File: src/rtl/ecc_mem_ctrl_if.sv
// Request/response bus between a single requester and the ECC memory sequencer.
// The requester side uses the master modport and the sequencer uses the slave modport.
interface ecc_mem_ctrl_if #(
  parameter int ADDR_WIDTH = 13,
  parameter int DATA_WIDTH = 32
);
  // Request channel: valid/ready handshake.
  logic                  req_valid;
  logic                  req_ready;
  logic                  req_write;
  logic [ADDR_WIDTH-1:0] req_addr;
  logic [DATA_WIDTH-1:0] req_wdata;

  // Response channel: single-cycle pulse with no backpressure.
  logic                  rsp_valid;
  logic [DATA_WIDTH-1:0] rsp_rdata;
  logic                  rsp_error;

  modport master (
    output req_valid,
    output req_write,
    output req_addr,
    output req_wdata,
    input  req_ready,
    input  rsp_valid,
    input  rsp_rdata,
    input  rsp_error
  );

  modport slave (
    input  req_valid,
    input  req_write,
    input  req_addr,
    input  req_wdata,
    output req_ready,
    output rsp_valid,
    output rsp_rdata,
    output rsp_error
  );
endinterface

File: src/rtl/ecc_mem_ctrl.sv
// Single-port sequencer in front of an ECC-protected memory.
// Arbitrates one bus requester against a background scrubber that walks every word.
// A read that reports a correctable error is repaired by writing the corrected word back.
// Correctable and uncorrectable events are counted in saturating counters.
module ecc_mem_ctrl #(
  parameter int ADDR_WIDTH     = 13,
  parameter int DATA_WIDTH     = 32,
  parameter int DEPTH          = 8192,
  parameter int SCRUB_INTERVAL = 1024,
  parameter int MAX_DEFER      = 64,
  parameter int CNT_WIDTH      = 16
) (
  input  logic                  clk,
  input  logic                  rst,
  input  logic                  i_scrub_en,
  ecc_mem_ctrl_if.slave         bus,
  output logic                  o_mem_clk_en,
  output logic [ADDR_WIDTH-1:0] o_mem_addr,
  output logic                  o_mem_write_en,
  output logic [DATA_WIDTH-1:0] o_mem_write_data,
  input  logic [DATA_WIDTH-1:0] i_mem_read_data,
  input  logic                  i_mem_error,
  input  logic                  i_mem_uncorrectable,
  output logic [CNT_WIDTH-1:0]  o_corr_count,
  output logic [CNT_WIDTH-1:0]  o_uncorr_count,
  output logic [ADDR_WIDTH-1:0] o_last_err_addr
);

  // Timer needs to count 0..SCRUB_INTERVAL-1; keep at least one bit so a
  // disabled or single-cycle interval still elaborates cleanly.
  localparam int TW  = (SCRUB_INTERVAL > 1) ? $clog2(SCRUB_INTERVAL) : 1;
  localparam int DFW = $clog2(MAX_DEFER + 1);

  localparam logic [TW-1:0]         TIMER_LAST = TW'((SCRUB_INTERVAL > 0) ? SCRUB_INTERVAL - 1 : 0);
  localparam logic [DFW-1:0]        DEFER_MAX  = DFW'(MAX_DEFER);
  localparam logic [ADDR_WIDTH-1:0] PTR_LAST   = ADDR_WIDTH'(DEPTH - 1);
  localparam logic [CNT_WIDTH-1:0]  CNT_MAX    = '1;

  typedef enum logic [1:0] {
    ST_IDLE    = 2'd0,
    ST_RD_WAIT = 2'd1,
    ST_WRBACK  = 2'd2
  } state_t;

  state_t                r_state;
  state_t                w_state_next;

  // In-flight access bookkeeping.
  logic                  r_src_scrub;
  logic [ADDR_WIDTH-1:0] r_addr;
  logic [DATA_WIDTH-1:0] r_wb_data;

  // Registered response.
  logic                  r_rsp_valid;
  logic [DATA_WIDTH-1:0] r_rsp_rdata;
  logic                  r_rsp_error;

  // Error statistics.
  logic [CNT_WIDTH-1:0]  r_corr_cnt;
  logic [CNT_WIDTH-1:0]  r_uncorr_cnt;
  logic [ADDR_WIDTH-1:0] r_last_err_addr;

  // Scrubber state.
  logic [ADDR_WIDTH-1:0] r_scrub_ptr;
  logic [TW-1:0]         r_timer;
  logic                  r_scrub_pending;
  logic [DFW-1:0]        r_defer_cnt;

  // Combinational decode.
  logic                  w_pending_eff;
  logic                  w_timer_run;
  logic                  w_timer_expire;
  logic                  w_force;
  logic                  w_req_ready;
  logic                  w_bus_accept;
  logic                  w_bus_read;
  logic                  w_bus_write;
  logic                  w_scrub_issue;
  logic                  w_rd_corr;
  logic                  w_rd_uncorr;
  logic                  w_mem_clk_en;
  logic                  w_mem_write_en;
  logic [ADDR_WIDTH-1:0] w_mem_addr;
  logic [DATA_WIDTH-1:0] w_mem_write_data;

  // A pending scrub only counts while scrubbing is enabled; disabling drops it.
  assign w_pending_eff  = r_scrub_pending && i_scrub_en;
  assign w_timer_run    = (SCRUB_INTERVAL != 0) && i_scrub_en;
  assign w_timer_expire = w_timer_run && (r_timer == TIMER_LAST);

  // Read-return classification, only meaningful while waiting on a read.
  assign w_rd_uncorr = (r_state == ST_RD_WAIT) && i_mem_uncorrectable;
  assign w_rd_corr   = (r_state == ST_RD_WAIT) && i_mem_error && !i_mem_uncorrectable;

  assign w_bus_read  = w_bus_accept && !bus.req_write;
  assign w_bus_write = w_bus_accept && bus.req_write;

  // Arbitration, next-state and memory strobes; outputs held low while reset is asserted.
  always_comb begin
    w_state_next     = r_state;
    w_force          = 1'b0;
    w_req_ready      = 1'b0;
    w_bus_accept     = 1'b0;
    w_scrub_issue    = 1'b0;
    w_mem_clk_en     = 1'b0;
    w_mem_write_en   = 1'b0;
    w_mem_addr       = '0;
    w_mem_write_data = '0;
    case (r_state)
      ST_IDLE: begin
        if (rst) begin
          // Forced scrub beats the bus; otherwise the bus beats a pending scrub.
          w_force       = w_pending_eff && (r_defer_cnt == DEFER_MAX);
          w_req_ready   = !w_force;
          w_bus_accept  = bus.req_valid && w_req_ready;
          w_scrub_issue = w_pending_eff && !w_bus_accept;
          if (w_bus_accept) begin
            w_mem_clk_en   = 1'b1;
            w_mem_write_en = bus.req_write;
            w_mem_addr     = bus.req_addr;
            if (bus.req_write) begin
              w_mem_write_data = bus.req_wdata;
            end else begin
              w_state_next = ST_RD_WAIT;
            end
          end else if (w_scrub_issue) begin
            w_mem_clk_en = 1'b1;
            w_mem_addr   = r_scrub_ptr;
            w_state_next = ST_RD_WAIT;
          end
        end
      end
      ST_RD_WAIT: begin
        // Correctable errors get repaired; everything else returns to idle.
        w_state_next = w_rd_corr ? ST_WRBACK : ST_IDLE;
      end
      ST_WRBACK: begin
        w_mem_clk_en     = 1'b1;
        w_mem_write_en   = 1'b1;
        w_mem_addr       = r_addr;
        w_mem_write_data = r_wb_data;
        w_state_next     = ST_IDLE;
      end
      default: begin
        w_state_next = ST_IDLE;
      end
    endcase
  end

  // State register.
  always_ff @(posedge clk) begin
    if (!rst) begin
      r_state <= ST_IDLE;
    end else begin
      r_state <= w_state_next;
    end
  end

  // Remember the source and address of an issued read, and the corrected word to write back.
  always_ff @(posedge clk) begin
    if (!rst) begin
      r_src_scrub <= 1'b0;
      r_addr      <= '0;
      r_wb_data   <= '0;
    end else begin
      if (w_bus_read) begin
        r_src_scrub <= 1'b0;
        r_addr      <= bus.req_addr;
      end else if (w_scrub_issue) begin
        r_src_scrub <= 1'b1;
        r_addr      <= r_scrub_ptr;
      end
      if (w_rd_corr) begin
        r_wb_data <= i_mem_read_data;
      end
    end
  end

  // One-cycle response pulse: writes answer the cycle after accept, bus reads after the data returns.
  always_ff @(posedge clk) begin
    if (!rst) begin
      r_rsp_valid <= 1'b0;
      r_rsp_rdata <= '0;
      r_rsp_error <= 1'b0;
    end else begin
      r_rsp_valid <= 1'b0;
      r_rsp_rdata <= '0;
      r_rsp_error <= 1'b0;
      if (w_bus_write) begin
        r_rsp_valid <= 1'b1;
      end else if ((r_state == ST_RD_WAIT) && !r_src_scrub) begin
        r_rsp_valid <= 1'b1;
        r_rsp_rdata <= i_mem_read_data;
        r_rsp_error <= i_mem_uncorrectable;
      end
    end
  end

  // Saturating error counters and the address of the latest uncorrectable read.
  always_ff @(posedge clk) begin
    if (!rst) begin
      r_corr_cnt      <= '0;
      r_uncorr_cnt    <= '0;
      r_last_err_addr <= '0;
    end else begin
      if (w_rd_corr && (r_corr_cnt != CNT_MAX)) begin
        r_corr_cnt <= r_corr_cnt + 1'b1;
      end
      if (w_rd_uncorr) begin
        r_last_err_addr <= r_addr;
        if (r_uncorr_cnt != CNT_MAX) begin
          r_uncorr_cnt <= r_uncorr_cnt + 1'b1;
        end
      end
    end
  end

  // Scrub pointer advances after every scrub read, whatever its outcome, wrapping at the last word.
  always_ff @(posedge clk) begin
    if (!rst) begin
      r_scrub_ptr <= '0;
    end else if ((r_state == ST_RD_WAIT) && r_src_scrub) begin
      r_scrub_ptr <= (r_scrub_ptr == PTR_LAST) ? '0 : r_scrub_ptr + 1'b1;
    end
  end

  // Scrub interval timer; holds while scrubbing is disabled.
  always_ff @(posedge clk) begin
    if (!rst) begin
      r_timer <= '0;
    end else if (w_timer_run) begin
      r_timer <= (r_timer == TIMER_LAST) ? '0 : r_timer + 1'b1;
    end
  end

  // Pending flag: set on expiry (merged if already set), cleared on issue or when disabled.
  always_ff @(posedge clk) begin
    if (!rst) begin
      r_scrub_pending <= 1'b0;
    end else if (!i_scrub_en) begin
      r_scrub_pending <= 1'b0;
    end else if (w_timer_expire) begin
      r_scrub_pending <= 1'b1;
    end else if (w_scrub_issue) begin
      r_scrub_pending <= 1'b0;
    end
  end

  // Defer counter: cycles a pending scrub has waited, saturating at the force threshold.
  always_ff @(posedge clk) begin
    if (!rst) begin
      r_defer_cnt <= '0;
    end else if (!w_pending_eff || w_scrub_issue) begin
      r_defer_cnt <= '0;
    end else if (r_defer_cnt != DEFER_MAX) begin
      r_defer_cnt <= r_defer_cnt + 1'b1;
    end
  end

  assign bus.req_ready    = w_req_ready;
  assign bus.rsp_valid    = r_rsp_valid;
  assign bus.rsp_rdata    = r_rsp_rdata;
  assign bus.rsp_error    = r_rsp_error;

  assign o_mem_clk_en     = w_mem_clk_en;
  assign o_mem_addr       = w_mem_addr;
  assign o_mem_write_en   = w_mem_write_en;
  assign o_mem_write_data = w_mem_write_data;

  assign o_corr_count     = r_corr_cnt;
  assign o_uncorr_count   = r_uncorr_cnt;
  assign o_last_err_addr  = r_last_err_addr;

endmodule

File: src/flat_wrapper.sv
// flat-port wrapper written by rule: the top's interface ports become plain ports
module ecc_mem_ctrl_flat 
#(
  parameter int ADDR_WIDTH     = 13,
  parameter int DATA_WIDTH     = 32,
  parameter int DEPTH          = 8192,
  parameter int SCRUB_INTERVAL = 1024,
  parameter int MAX_DEFER      = 64,
  parameter int CNT_WIDTH      = 16
)
  (clk, rst, i_scrub_en, o_mem_clk_en, o_mem_addr, o_mem_write_en, o_mem_write_data, i_mem_read_data, i_mem_error, i_mem_uncorrectable, o_corr_count, o_uncorr_count, o_last_err_addr, bus_req_valid, bus_req_write, bus_req_addr, bus_req_wdata, bus_req_ready, bus_rsp_valid, bus_rsp_rdata, bus_rsp_error);
  ecc_mem_ctrl_if #(.ADDR_WIDTH(ADDR_WIDTH), .DATA_WIDTH(DATA_WIDTH)) bus_i ();
  input  logic clk;
  input  logic rst;
  input  logic i_scrub_en;
  output logic o_mem_clk_en;
  output logic [ADDR_WIDTH-1:0] o_mem_addr;
  output logic o_mem_write_en;
  output logic [DATA_WIDTH-1:0] o_mem_write_data;
  input  logic [DATA_WIDTH-1:0] i_mem_read_data;
  input  logic i_mem_error;
  input  logic i_mem_uncorrectable;
  output logic [CNT_WIDTH-1:0] o_corr_count;
  output logic [CNT_WIDTH-1:0] o_uncorr_count;
  output logic [ADDR_WIDTH-1:0] o_last_err_addr;
  input wire logic [$bits(bus_i.req_valid)-1:0] bus_req_valid;
  input wire logic [$bits(bus_i.req_write)-1:0] bus_req_write;
  input wire logic [$bits(bus_i.req_addr)-1:0] bus_req_addr;
  input wire logic [$bits(bus_i.req_wdata)-1:0] bus_req_wdata;
  output wire logic [$bits(bus_i.req_ready)-1:0] bus_req_ready;
  output wire logic [$bits(bus_i.rsp_valid)-1:0] bus_rsp_valid;
  output wire logic [$bits(bus_i.rsp_rdata)-1:0] bus_rsp_rdata;
  output wire logic [$bits(bus_i.rsp_error)-1:0] bus_rsp_error;
  assign bus_i.req_valid = bus_req_valid;
  assign bus_i.req_write = bus_req_write;
  assign bus_i.req_addr = bus_req_addr;
  assign bus_i.req_wdata = bus_req_wdata;
  assign bus_req_ready = bus_i.req_ready;
  assign bus_rsp_valid = bus_i.rsp_valid;
  assign bus_rsp_rdata = bus_i.rsp_rdata;
  assign bus_rsp_error = bus_i.rsp_error;
  ecc_mem_ctrl #(.ADDR_WIDTH(ADDR_WIDTH), .DATA_WIDTH(DATA_WIDTH), .DEPTH(DEPTH), .SCRUB_INTERVAL(SCRUB_INTERVAL), .MAX_DEFER(MAX_DEFER), .CNT_WIDTH(CNT_WIDTH)) u_core (.clk(clk), .rst(rst), .i_scrub_en(i_scrub_en), .bus(bus_i), .o_mem_clk_en(o_mem_clk_en), .o_mem_addr(o_mem_addr), .o_mem_write_en(o_mem_write_en), .o_mem_write_data(o_mem_write_data), .i_mem_read_data(i_mem_read_data), .i_mem_error(i_mem_error), .i_mem_uncorrectable(i_mem_uncorrectable), .o_corr_count(o_corr_count), .o_uncorr_count(o_uncorr_count), .o_last_err_addr(o_last_err_addr));
endmodule
File: config.mk
export PLATFORM = sky130hd
export DESIGN_NAME = ecc_mem_ctrl_flat
export DESIGN_NICKNAME = d
export VERILOG_FILES = /design/src/rtl/ecc_mem_ctrl_if.sv /design/src/rtl/ecc_mem_ctrl.sv /design/src/flat_wrapper.sv
export SDC_FILE = /design/constraint.sdc
export NUM_CORES = 1
export LEC_CHECK = 0
export CORE_ASPECT_RATIO = 1.4
export CORE_UTILIZATION = 40
export CTS_CLUSTER_DIAMETER = 40
export CTS_CLUSTER_SIZE = 30
export DETAILED_ROUTE_END_ITERATION = 10
export GPL_TIMING_DRIVEN = 0
export PLACE_DENSITY = 0.76
export SYNTH_ARGS = -nofsm -noshare
export SYNTH_HDL_FRONTEND = slang
export SYNTH_SLANG_ARGS = --single-unit
File: constraint.sdc
create_clock -name clk -period 5.06 [get_ports clk]
set_input_delay 0.506 -clock clk [delete_from_list [all_inputs] [get_ports clk]]
set_output_delay 0.506 -clock clk [all_outputs]
set_load 0.02 [all_outputs]
==> run summary <==
Clock Sinks = 158
Area growth from synthesis to final layout = 44.2%
Largest family of logic cells by synthesized area = simple AND/OR/NAND/NOR gates
Tcrit/Tclk final = 0.718
First-iteration detailed-routing DRC count = 316
Placeable Area = 16200 um^2
Yosys top cell area share = 0.480
Port Buf Inserts = 208
Post-route setup TNS = 0 ns
GP Congestion = 0.870
Post-synthesis xor/xnor area fraction = 0.0598
Reg2reg start = u_core.r_state[0]$_SDFFE_PN0P_
Die H = 154 um
Setup-failing EPs final = 0
Switching share of power = 0.238
Hold path depth = 2
Router iterations before antenna repair = 5
Kind of start point of the critical path = flip-flop
Hold worst-path end = u_core.o_last_err_addr[2]$_SDFFE_PN0P_
Layout cells sized above 1 = 0.0460
WL/cell = 15.8 um
Pin count of the biggest net entering global routing = 17
Num CTS Buffers = 17
R2r setup slk = 2.68 ns
Worst Hold Launch = u_core.o_last_err_addr[2]$_SDFFE_PN0P_
Cell Area, Placed = 8920 um^2
# nets final = 1098
Most frequent cell after synthesis = nand2_1
Synthesized instance count = 781
Async SR Flop Fraction = 0
Die X = 110 um
DRC = 0
Finished Layout Cells = 1220
Most frequent cells after synthesis = nand2_1 (166), dfxtp_1 (158), nor2_1 (65)
EDFF count, synth = 0
Die area = 17000 um^2
Worst-path clk slew = 0.06 ns
Crit path max fanout = 10
Max-cap violations = 0
Antenna violation net count after detailed routing = 0
Yosys cell types = 48
Status = complete, no violations
Register bit total from synthesis = 158
Number of inserted diodes = 0
Fmax = 0.275 GHz
Gr ovfl total = 0
Top FF cell, synth = dfxtp_1
Fin. max-slew vios = 0
Leakage = 3.36 nW
CTS tree = yes
Post-Synth Simple-Gate Area = 0.262
Number of I/O pins = 211
Dpl hpwl = 14600 um
DR vias = 6312
Routed wire length = 19200 um
Vias in the first global route = 6068
Mapped Area = 6590 um^2
Antenna violations before repair = 0
Required @ worst endpoint = 4.55 ns
RSZ-0062 raised after global routing = no
Fill cells = 1422
Combinational power share = 0.079
Reg power frac = 0.463
Worst R2R End = u_core.bus.rsp_rdata[8]$_SDFF_PP0_
Pint = 2.08 mW
Fin. Hold Viols = 0
Arr. time, crit path = 3.12 ns
Root Driver = clkbuf_16
FF-to-FF path depth = 5
Final min period = 3.63 ns
Top cells by area, synth = dfxtp_1 (48%), nand2_1 (9.5%), a21oi_1 (4.4%)
Global-route wire length before repair = 30800 um
GRT Overall Usage = 0.226
Initial Util = 0.408
Pwr/cell area = 288 nW/um^2
Setup CP Type = reg2out
Mean Syn Cell Area = 8.44 um^2
Area leader, netlist = dfxtp_1
Compound-Gate Fraction of Synth Area = 0.151
Slew headroom = 0.356
Syn_nets = 871
Worst slew pin tran = 0.958 ns
CTS Hold Buffers Added = 0
Number of cells after detailed placement = 1188
Fin area = 9500 um^2
Net switching power = 0.651 mW
Clk_lat worst skew = 0.43 ns
Post-Synth Adder-Cell Area = 0.0114
Power share of the clock group = 0.457
Worst Setup End Kind = primary output
Maximum vdd drop = 0.241 mV
Clock Path Buffers = 2
Post-CTS Setup Bufs = 0
Syn. warnings = 0
H-Tree Depth = 4
# rows = 55
Vias/cell = 5.17
Post-cts sizing count = 0
Clk_skew = 0.0140 ns
Mux cell area share after synthesis = 0.00456
Sequential element share of the synthesized area = 0.480
Worst min-delay path class = reg2reg
-- worst max-delay path, cell delays in order, from the launching register on --
cell	delay, ns
dfxtp_1	0.29
clkbuf_1	0.19
nor3b_1	0.40
o311a_4	0.33
nor3b_2	0.41
buf_2	0.32
a22o_1	0.17
clkdlybuf4s50_1	0.60
-- worst max path at each step --
stage,start,to,slack (ns),cells past startpoint
CTS,rst,o_mem_write_data[12],1.38,7
global route,u_core.r_state[0]$_SDFFE_PN0P_,o_mem_write_data[12],1.20,7
floorplan,rst,o_mem_write_data[10],2.47,6
global placement,rst,o_mem_write_data[7],1.38,7
finish,u_core.r_state[0]$_SDFFE_PN0P_,o_mem_write_data[12],1.43,7
detailed placement,rst,o_mem_write_data[16],1.39,7
-- routing by layer --
metal	GRT usage	vias up	routed length, um
met2	0.418	189	10300
met4	0.0857	0	478
li1	-	3134	-
met3	0.0520	37	882
met1	0.249	2952	7590
met5	0	-	0
-- per-stage QoR --
step | util | setup slack (ns) | hold slack, ns | total power, mW
final | 0.588 | 1.43 | 0.452 | 2.73
after detailed placement | 0.552 | 1.39 | 0.445 | 1.51
after floorplan | - | 2.47 | 0.437 | 1.38
after global routing | 0.588 | 1.20 | 0.475 | 2.83
after CTS | 0.588 | 1.38 | 0.454 | 2.75
after global placement | 0.552 | 1.38 | 0.441 | 1.51
-- sequential cells by signal (all words and copies together), names as in the netlist, 2 cells and up --
signal / cells
u_core.bus.rsp_rdata: 32
u_core.o_corr_count: 16
u_core.o_last_err_addr: 13
u_core.o_uncorr_count: 16
u_core.r_addr: 13
u_core.r_defer_cnt: 7
u_core.r_scrub_ptr: 13
u_core.r_state: 2
u_core.r_timer: 10
u_core.r_wb_data: 32
-- placed cells by master, fill, tap and decap left out, types with 6 or more instances in the layout --
master	count
a211oi_1	6
a21oi_1	58
a22o_1	32
a22oi_1	14
a31oi_1	16
and2_1	40
and3_1	9
buf_2	6
clkbuf_1	33
clkbuf_16	17
clkdlybuf4s50_1	208
dfxtp_1	158
ha_1	6
inv_1	8
nand2_1	166
nand3_1	26
nand4_1	14
nor2_1	65
nor3_1	13
o21ai_0	10
or3_1	6
xnor2_1	30
xor2_1	15
-- power groups by stage --
| stage | sequential, mW | clock (mW) | combinational (mW) |
|---|---|---|---|
| floorplan | 1.30 | 0 | 0.0818 |
| global placement | 1.29 | 0 | 0.215 |
| detailed placement | 1.30 | 0 | 0.217 |
| CTS | 1.27 | 1.27 | 0.218 |
| global route | 1.27 | 1.33 | 0.232 |
| finish | 1.27 | 1.25 | 0.217 |
-- kinds of logic (layout without fill, tap and decap cells) --
family                   Yosys count  in the layout
XOR/XNOR                          45             45
AND/OR/NAND/NOR                  369            369
multiplexers                       3              3
flip-flops                       158            158
AO/OA/AOI/OAI                    148            148
adder cells (fa/ha/maj)            6              6
buffers and inverters             52            292
-- layout make-up --
class | instances | area (um^2) | area share
plain buffers | 43 | 176 | 0.0186
clock buffers | 19 | 453 | 0.0477
clock inverters | 13 | 130 | 0.0137
inverters | 9 | 33.8 | 0.00355
multi-input cells | 571 | 3220 | 0.338
flip-flops and latches | 158 | 3160 | 0.333
well taps | 199 | 249 | 0.0262
repair buffers | 208 | 2080 | 0.219
Power figures use the tool's default switching activity.
